`config.mk`:
```
export PLATFORM = sky130hd
export DESIGN_NAME = te_state_xfer_ctrl_flat
export DESIGN_NICKNAME = d
export VERILOG_FILES = /design/src/rtl/te_state_xfer_ctrl_if.sv /design/src/rtl/te_state_xfer_ctrl.sv /design/src/flat_wrapper.sv
export SDC_FILE = /design/constraint.sdc
export NUM_CORES = 1
export LEC_CHECK = 0
export ABC_CLOCK_PERIOD_IN_PS = 1550
export BUFFER_PORTS_ARGS = -buffer_cell sky130_fd_sc_hd__buf_2
export CAP_MARGIN = 5
export CORE_MARGIN = 3
export CORE_UTILIZATION = 43
export CTS_BUF_LIST = sky130_fd_sc_hd__clkbuf_8 sky130_fd_sc_hd__clkbuf_16
export DETAILED_ROUTE_END_ITERATION = 6
export PLACE_DENSITY = 0.76
export SLEW_MARGIN = 20
export SYNTH_ARGS = -nofsm -noshare
export SYNTH_HDL_FRONTEND = slang
export SYNTH_SLANG_ARGS = --single-unit
```
`constraint.sdc`:
```
create_clock -name clk -period 1.55 [get_ports clk]
set_input_delay 0.3875 -clock clk [delete_from_list [all_inputs] [get_ports clk]]
set_output_delay 0.3875 -clock clk [all_outputs]
set_load 0.02 [all_outputs]
```
`src/rtl/te_state_xfer_ctrl_if.sv`:
```
`default_nettype none
// ============================================================================
// Module      : te_state_xfer_ctrl_if
// Description : Sequencer-side control and state-buffer port bundle for the
//               channel state fill/dump sequencer.
// Revision    : 1.0 - initial release
// ============================================================================
interface te_state_xfer_ctrl_if #(
    parameter int PHY_CH     = 4,
    parameter int CH_IDX_W   = 2,
    parameter int LOGIC_CH_W = 5,
    parameter int WORD_W     = 5
);
    logic [PHY_CH-1:0]              physical_channel_en;
    logic [PHY_CH*LOGIC_CH_W-1:0]   logic_channel_index;
    logic                           fill_start;
    logic                           dump_start;
    logic                           abort;
    logic                           state_ready;
    logic [CH_IDX_W-1:0]            physical_channel_index;
    logic                           busy;
    logic                           fill_state_done;
    logic                           dump_state_done;
    logic                           state_rd;
    logic                           state_wr;
    logic [LOGIC_CH_W+WORD_W-1:0]   state_addr;

    // Sequencer side: consumes requests, drives the buffer port.
    modport master (
        input  physical_channel_en, logic_channel_index, fill_start,
               dump_start, abort, state_ready,
        output physical_channel_index, busy, fill_state_done,
               dump_state_done, state_rd, state_wr, state_addr
    );

    // Environment side: issues requests, observes the buffer port.
    modport slave (
        output physical_channel_en, logic_channel_index, fill_start,
               dump_start, abort, state_ready,
        input  physical_channel_index, busy, fill_state_done,
               dump_state_done, state_rd, state_wr, state_addr
    );
endinterface
`default_nettype wire

```
`src/rtl/te_state_xfer_ctrl.sv`:
```
`default_nettype none
// ============================================================================
// Module      : te_state_xfer_ctrl
// Description : Walks every physical channel, skips disabled ones, and streams
//               a word range of each enabled channel's state block to/from
//               the state buffer (fill = read, dump = write).
// Revision    : 1.0 - initial release
// ============================================================================
module te_state_xfer_ctrl #(
    parameter int PHY_CH     = 4,
    parameter int CH_IDX_W   = 2,
    parameter int LOGIC_CH_W = 5,
    parameter int WORD_W     = 5,
    parameter int FILL_FIRST = 0,
    parameter int FILL_LAST  = 23,
    parameter int DUMP_FIRST = 6,
    parameter int DUMP_LAST  = 23,
    parameter int SKIP_ADDR  = 14
) (
    input  wire logic              clk,
    input  wire logic              rst_b,
    te_state_xfer_ctrl_if.master   bus
);

    localparam logic [CH_IDX_W-1:0] c_LAST_CH    = CH_IDX_W'(PHY_CH - 1);
    localparam logic [CH_IDX_W-1:0] c_CH_ONE     = CH_IDX_W'(1);
    localparam logic [WORD_W-1:0]   c_WA_ONE     = WORD_W'(1);
    localparam logic [WORD_W-1:0]   c_FILL_FIRST = WORD_W'(FILL_FIRST);
    localparam logic [WORD_W-1:0]   c_FILL_LAST  = WORD_W'(FILL_LAST);
    localparam logic [WORD_W-1:0]   c_DUMP_FIRST = WORD_W'(DUMP_FIRST);
    localparam logic [WORD_W-1:0]   c_DUMP_LAST  = WORD_W'(DUMP_LAST);
    localparam logic [WORD_W-1:0]   c_SKIP_ADDR  = WORD_W'(SKIP_ADDR);

    typedef enum logic [1:0] {
        S_IDLE   = 2'd0,
        S_SELECT = 2'd1,
        S_XFER   = 2'd2,
        S_DONE   = 2'd3
    } state_t;

    state_t                  r_state, w_state_nxt;
    logic                    r_mode,  w_mode_nxt;   // 0 = fill, 1 = dump
    logic [CH_IDX_W-1:0]     r_ch,    w_ch_nxt;
    logic [WORD_W-1:0]       r_wa,    w_wa_nxt;
    logic [LOGIC_CH_W-1:0]   r_li,    w_li_nxt;

    logic                    w_skip;
    logic                    w_adv;
    logic                    w_last_word;

    // The skipped dump word issues no access, so it never waits on the buffer.
    assign w_skip      = r_mode && (r_wa == c_SKIP_ADDR);
    assign w_adv       = bus.state_ready || w_skip;
    assign w_last_word = r_mode ? (r_wa == c_DUMP_LAST) : (r_wa == c_FILL_LAST);

    // State and datapath registers.
    always_ff @(posedge clk) begin
        if (!rst_b) begin
            r_state <= S_IDLE;
            r_mode  <= 1'b0;
            r_ch    <= '0;
            r_wa    <= '0;
            r_li    <= '0;
        end else begin
            r_state <= w_state_nxt;
            r_mode  <= w_mode_nxt;
            r_ch    <= w_ch_nxt;
            r_wa    <= w_wa_nxt;
            r_li    <= w_li_nxt;
        end
    end

    // Next-state and datapath updates; abort outranks every other transition.
    always_comb begin
        w_state_nxt = r_state;
        w_mode_nxt  = r_mode;
        w_ch_nxt    = r_ch;
        w_wa_nxt    = r_wa;
        w_li_nxt    = r_li;
        if (bus.abort) begin
            w_state_nxt = S_IDLE;
        end else begin
            case (r_state)
                S_IDLE: begin
                    if (bus.fill_start || bus.dump_start) begin
                        w_state_nxt = S_SELECT;
                        w_mode_nxt  = !bus.fill_start;
                        w_ch_nxt    = '0;
                    end
                end
                S_SELECT: begin
                    if (bus.physical_channel_en[r_ch]) begin
                        w_li_nxt    = bus.logic_channel_index[r_ch*LOGIC_CH_W +: LOGIC_CH_W];
                        w_wa_nxt    = r_mode ? c_DUMP_FIRST : c_FILL_FIRST;
                        w_state_nxt = S_XFER;
                    end else if (r_ch == c_LAST_CH) begin
                        w_state_nxt = S_DONE;
                    end else begin
                        w_ch_nxt    = r_ch + c_CH_ONE;
                    end
                end
                S_XFER: begin
                    if (w_adv) begin
                        if (w_last_word) begin
                            if (r_ch == c_LAST_CH) begin
                                w_state_nxt = S_DONE;
                            end else begin
                                w_ch_nxt    = r_ch + c_CH_ONE;
                                w_state_nxt = S_SELECT;
                            end
                        end else begin
                            w_wa_nxt = r_wa + c_WA_ONE;
                        end
                    end
                end
                S_DONE: begin
                    w_state_nxt = S_IDLE;
                end
                default: begin
                    w_state_nxt = S_IDLE;
                end
            endcase
        end
    end

    assign bus.busy                   = (r_state != S_IDLE);
    assign bus.physical_channel_index = r_ch;
    assign bus.state_addr             = {r_li, r_wa};
    assign bus.state_rd               = (r_state == S_XFER) && !r_mode;
    assign bus.state_wr               = (r_state == S_XFER) && r_mode && !w_skip;
    assign bus.fill_state_done        = (r_state == S_DONE) && !r_mode;
    assign bus.dump_state_done        = (r_state == S_DONE) && r_mode;

endmodule
`default_nettype wire

```
`src/flat_wrapper.sv`:
```
// flat-port wrapper written by rule: the top's interface ports become plain ports
module te_state_xfer_ctrl_flat 
#(
    parameter int PHY_CH     = 4,
    parameter int CH_IDX_W   = 2,
    parameter int LOGIC_CH_W = 5,
    parameter int WORD_W     = 5,
    parameter int FILL_FIRST = 0,
    parameter int FILL_LAST  = 23,
    parameter int DUMP_FIRST = 6,
    parameter int DUMP_LAST  = 23,
    parameter int SKIP_ADDR  = 14
)
  (clk, rst_b, bus_physical_channel_en, bus_logic_channel_index, bus_fill_start, bus_dump_start, bus_abort, bus_state_ready, bus_physical_channel_index, bus_busy, bus_fill_state_done, bus_dump_state_done, bus_state_rd, bus_state_wr, bus_state_addr);
  te_state_xfer_ctrl_if #(.PHY_CH(PHY_CH), .CH_IDX_W(CH_IDX_W), .LOGIC_CH_W(LOGIC_CH_W), .WORD_W(WORD_W)) bus_i ();
  input  wire logic clk;
  input  wire logic rst_b;
  input wire logic [$bits(bus_i.physical_channel_en)-1:0] bus_physical_channel_en;
  input wire logic [$bits(bus_i.logic_channel_index)-1:0] bus_logic_channel_index;
  input wire logic [$bits(bus_i.fill_start)-1:0] bus_fill_start;
  input wire logic [$bits(bus_i.dump_start)-1:0] bus_dump_start;
  input wire logic [$bits(bus_i.abort)-1:0] bus_abort;
  input wire logic [$bits(bus_i.state_ready)-1:0] bus_state_ready;
  output wire logic [$bits(bus_i.physical_channel_index)-1:0] bus_physical_channel_index;
  output wire logic [$bits(bus_i.busy)-1:0] bus_busy;
  output wire logic [$bits(bus_i.fill_state_done)-1:0] bus_fill_state_done;
  output wire logic [$bits(bus_i.dump_state_done)-1:0] bus_dump_state_done;
  output wire logic [$bits(bus_i.state_rd)-1:0] bus_state_rd;
  output wire logic [$bits(bus_i.state_wr)-1:0] bus_state_wr;
  output wire logic [$bits(bus_i.state_addr)-1:0] bus_state_addr;
  assign bus_i.physical_channel_en = bus_physical_channel_en;
  assign bus_i.logic_channel_index = bus_logic_channel_index;
  assign bus_i.fill_start = bus_fill_start;
  assign bus_i.dump_start = bus_dump_start;
  assign bus_i.abort = bus_abort;
  assign bus_i.state_ready = bus_state_ready;
  assign bus_physical_channel_index = bus_i.physical_channel_index;
  assign bus_busy = bus_i.busy;
  assign bus_fill_state_done = bus_i.fill_state_done;
  assign bus_dump_state_done = bus_i.dump_state_done;
  assign bus_state_rd = bus_i.state_rd;
  assign bus_state_wr = bus_i.state_wr;
  assign bus_state_addr = bus_i.state_addr;
  te_state_xfer_ctrl #(.PHY_CH(PHY_CH), .CH_IDX_W(CH_IDX_W), .LOGIC_CH_W(LOGIC_CH_W), .WORD_W(WORD_W), .FILL_FIRST(FILL_FIRST), .FILL_LAST(FILL_LAST), .DUMP_FIRST(DUMP_FIRST), .DUMP_LAST(DUMP_LAST), .SKIP_ADDR(SKIP_ADDR)) u_core (.clk(clk), .rst_b(rst_b), .bus(bus_i));
endmodule
```
==> flow_summary_export.csv <==
group,metric,value,unit
timing,finalSetupTns,-0.735,ns
synthesis,synth_top_cell_area_share,26.5,%
clock_network,clk_path_buf_depth,2,
synthesis,synth_cells,128,
worst_setup_path,critPathTopFamily,"compound AO/OA/AOI/OAI gates",
run_status,violations,"setup timing",
clock_network,root_buffer,"clkbuf_8",
worst_hold_path,hold_path_class,"in2reg",
cells_and_area,nets,245,
worst_setup_path,critPathRequiredTime,1.73,ns
power,clkPwrFrac,30.9,%
synthesis,synth_ff_type,"dfxtp_1",
cells_and_area,drive_above_1_share,60.2,%
clock_network,cts_sinks,15,
route,dr.first_iter.drc_count,77,
timing,setup_violations,12,
flow_run,maxCapViolCount,0,
power,p_sw,0.341,mW
synthesis,synth_cell_types,39,
synthesis,synth_fp_nets,166,
timing,worstMarginPinSlew,0.318,ns
power,switching_share,31.3,%
die,die_w,57.3,microns
grt,grt_pass1_wl,6310,microns
timing,hold_ws,0.361,ns
route,wl_per_cell,18.5,microns
route,routed_wl,4340,microns
timing,fmax,592,MHz
worst_setup_path,cp-end-kind,"flip-flop",
timing,hold_viol,0,
cells_and_area,n_antenna_cell,0,
grt,grt_max_degree,13,
route,ant_nets,0,
die,row_count,17,
synthesis,synth_async_sr_flop_share,0,%
clock_network,ctsHoldBuffers,0,
grt,grt-ovfl-total,0,
power,p_per_area,584,mW/mm^2
worst_setup_path,max_stage_delay,0.43,ns
power,power_frac_comb,32.0,%
synthesis,yosysWarnings,0,
synthesis,yosysSeqAreaShare,26.5,%
placed_design,dp_hpwl,2880,microns
die,io_pins,47,
power,irDropWorstVdd,0.000397,V
cells_and_area,area_growth,65.0,%
route,first_pass_iters,4,
synthesis,synthMostInstantiatedCell,"dfxtp_1",
synthesis,synth_edf_count,0,
worst_setup_path,arrival,1.87,ns
power,p_leak,0.814,nW
synthesis,synth_area_per_cell,8.86,sq um
timing,max_slew_margin,78.8,%
timing,fin_crit,1.69,ns
die,core_area,0.00236,sq mm
grt,gr-usage-all-layers,24.8,%
die,dieArea,0.00329,sq mm
synthesis,ys_top_cells_by_area,"dfxtp_1, mux4_2, ha_1",
die,start_util,48.0,%
power,seq_power_share,37.1,%
synthesis,synthTopCellsByCount,"dfxtp_1, nand2_1, a21oi_1",
clock_network,clkLatencyLatePin,0.25,ns
clock_network,cts_made_buffers,3,
clock_network,cts_tree,"yes",
timing,setup_ws,-0.138,ns
worst_setup_path,startpoint_type,"flip-flop",
die,die_h,57.3,microns
placed_design,portBuffers,46,
grt,grt_pass1_vias,1386,
worst_setup_path,crit_chain,"inv_2, buf_6, ha_4, a221o_1, or4_1, a21oi_1",
grt,antenna_found_initial,0,
clock_network,clkTransAtPathRegs,0.07,ns
timing,clock_skew,0.00360,ns
synthesis,synth-seq-cells,15,
synthesis,yosysTopAreaCell,"dfxtp_1",
worst_setup_path,path_buf_inv,2,
placed_design,gp_congestion,0.917,
route,via_count,1381,
worst_setup_path,worst_path_max_delay_cell,"or4_1",
run_status,run_status,"complete, but fails checks",
clock_network,cts.htree.levels,1,
timing,finalMaxSlewViolations,0,
cells_and_area,finish.utilization,79.2,%
route,viasPerCell,5.90,
synthesis,synth_area,0.00113,sq mm
worst_setup_path,worstSetupPathType,"reg2reg",
route,drc,0,
power,power.internal,0.750,mW
timing,rsz0062_at_grt,"true",
timing,fin_crit_sh,109,%
worst_setup_path,path_max_fanout,4,
## stage by stage
| step | power (mW) | std cells | area [sq um] | setup WS (ns) |
|---|---|---|---|---|
| after floorplan | 0.554 | 128 | 1150 | -0.0421 |
| after global placement | 0.666 | 223 | 1580 | -0.0577 |
| after detailed placement | 0.676 | 223 | 1580 | -0.114 |
| after CTS | 1.04 | 231 | 1780 | -0.105 |
| after global routing | 1.12 | 234 | 1870 | -0.241 |
| final | 1.09 | 234 | 1870 | -0.138 |
## flip-flops by register name (all words and copies together), names as in the netlist
register and cells:
u_core.r_mode 1, u_core.r_li 5, u_core.r_wa 5, u_core.bus.physical_channel_index 2, u_core.r_state 2
## metal layers
layer	GRT usage, %	vias to the layer above	part of all wire (%)
met1	28.0	641	39
li1	-	648	-
met5	0	-	0
met2	44.7	70	49
met3	4.75	22	6.5
met4	10.9	0	4.7
## layout by cell type (no fill, tap or decap), types with 3 or more instances in the layout
cell	n
dfxtp_1	8
nor2b_1	3
mux2i_1	4
ha_4	4
nand3b_1	3
buf_2	41
inv_2	3
ha_1	3
clkbuf_8	3
o21ai_1	3
nand2_1	12
dfxtp_4	3
nand3_1	9
dfxtp_2	4
o21ai_0	3
nor2b_4	3
buf_6	13
buf_4	24
inv_1	3
a21oi_1	10
mux4_2	5
## worst register-to-register path: cells and delay by family (launching register included)
family	cells	cell delay (ns)
compound gates	2	0.51
simple gates	1	0.43
flops	1	0.35
buf+inv	2	0.18
fa+ha+maj	1	0.16
## cell families (layout without fill, tap and decap cells)
family                   count (synthesis)  in the layout  share of synthesized area [%]
adder cells (fa/ha/maj)                  8              8                           8.83
flip-flops                              15             15                           26.5
multiplexers                            13             13                           17.2
buffers and inverters                   11             89                           4.64
AO/OA/AOI/OAI                           35             35                           20.3
AND/OR/NAND/NOR                         46             46                           22.5
## timing repair
action / CTS / global route
setup endpoints to repair: 19 / 18
resized for setup: 33 / 23
pin swaps: 6 / 5
setup buffers: 4 / 3
## area by class of cell
type | count | area [sq um]
multi-input combinational | 102 | 913
timing repair buffer | 78 | 532
fill | 154 | 490
sequential | 15 | 317
clock buffer | 3 | 41.3
tap | 28 | 35.0
inverter | 7 | 28.8
clock inverter | 1 | 3.75
## path summary, 6_finish.rpt
check	to	slack, ns	depth (start not counted)	from
worst min register to register	u_core.r_li[0]	0.47	2	u_core.r_li[0]
worst max-delay path	u_core.r_state[0]	-0.14	6	u_core.r_state[0]
worst min-delay path	u_core.r_mode	0.36	2	bus_fill_start
worst max register to register	u_core.r_state[0]	-0.14	6	u_core.r_state[0]
## power by group through the flow
stage / registers (mW) / logic (mW) / clock network (mW)
floorplan: 0.421 / 0.133 / 0
global placement: 0.412 / 0.253 / 0
detailed placement: 0.413 / 0.263 / 0
CTS: 0.405 / 0.312 / 0.328
global route: 0.406 / 0.371 / 0.346
finish: 0.405 / 0.350 / 0.337
Power figures use the tool's default switching activity.
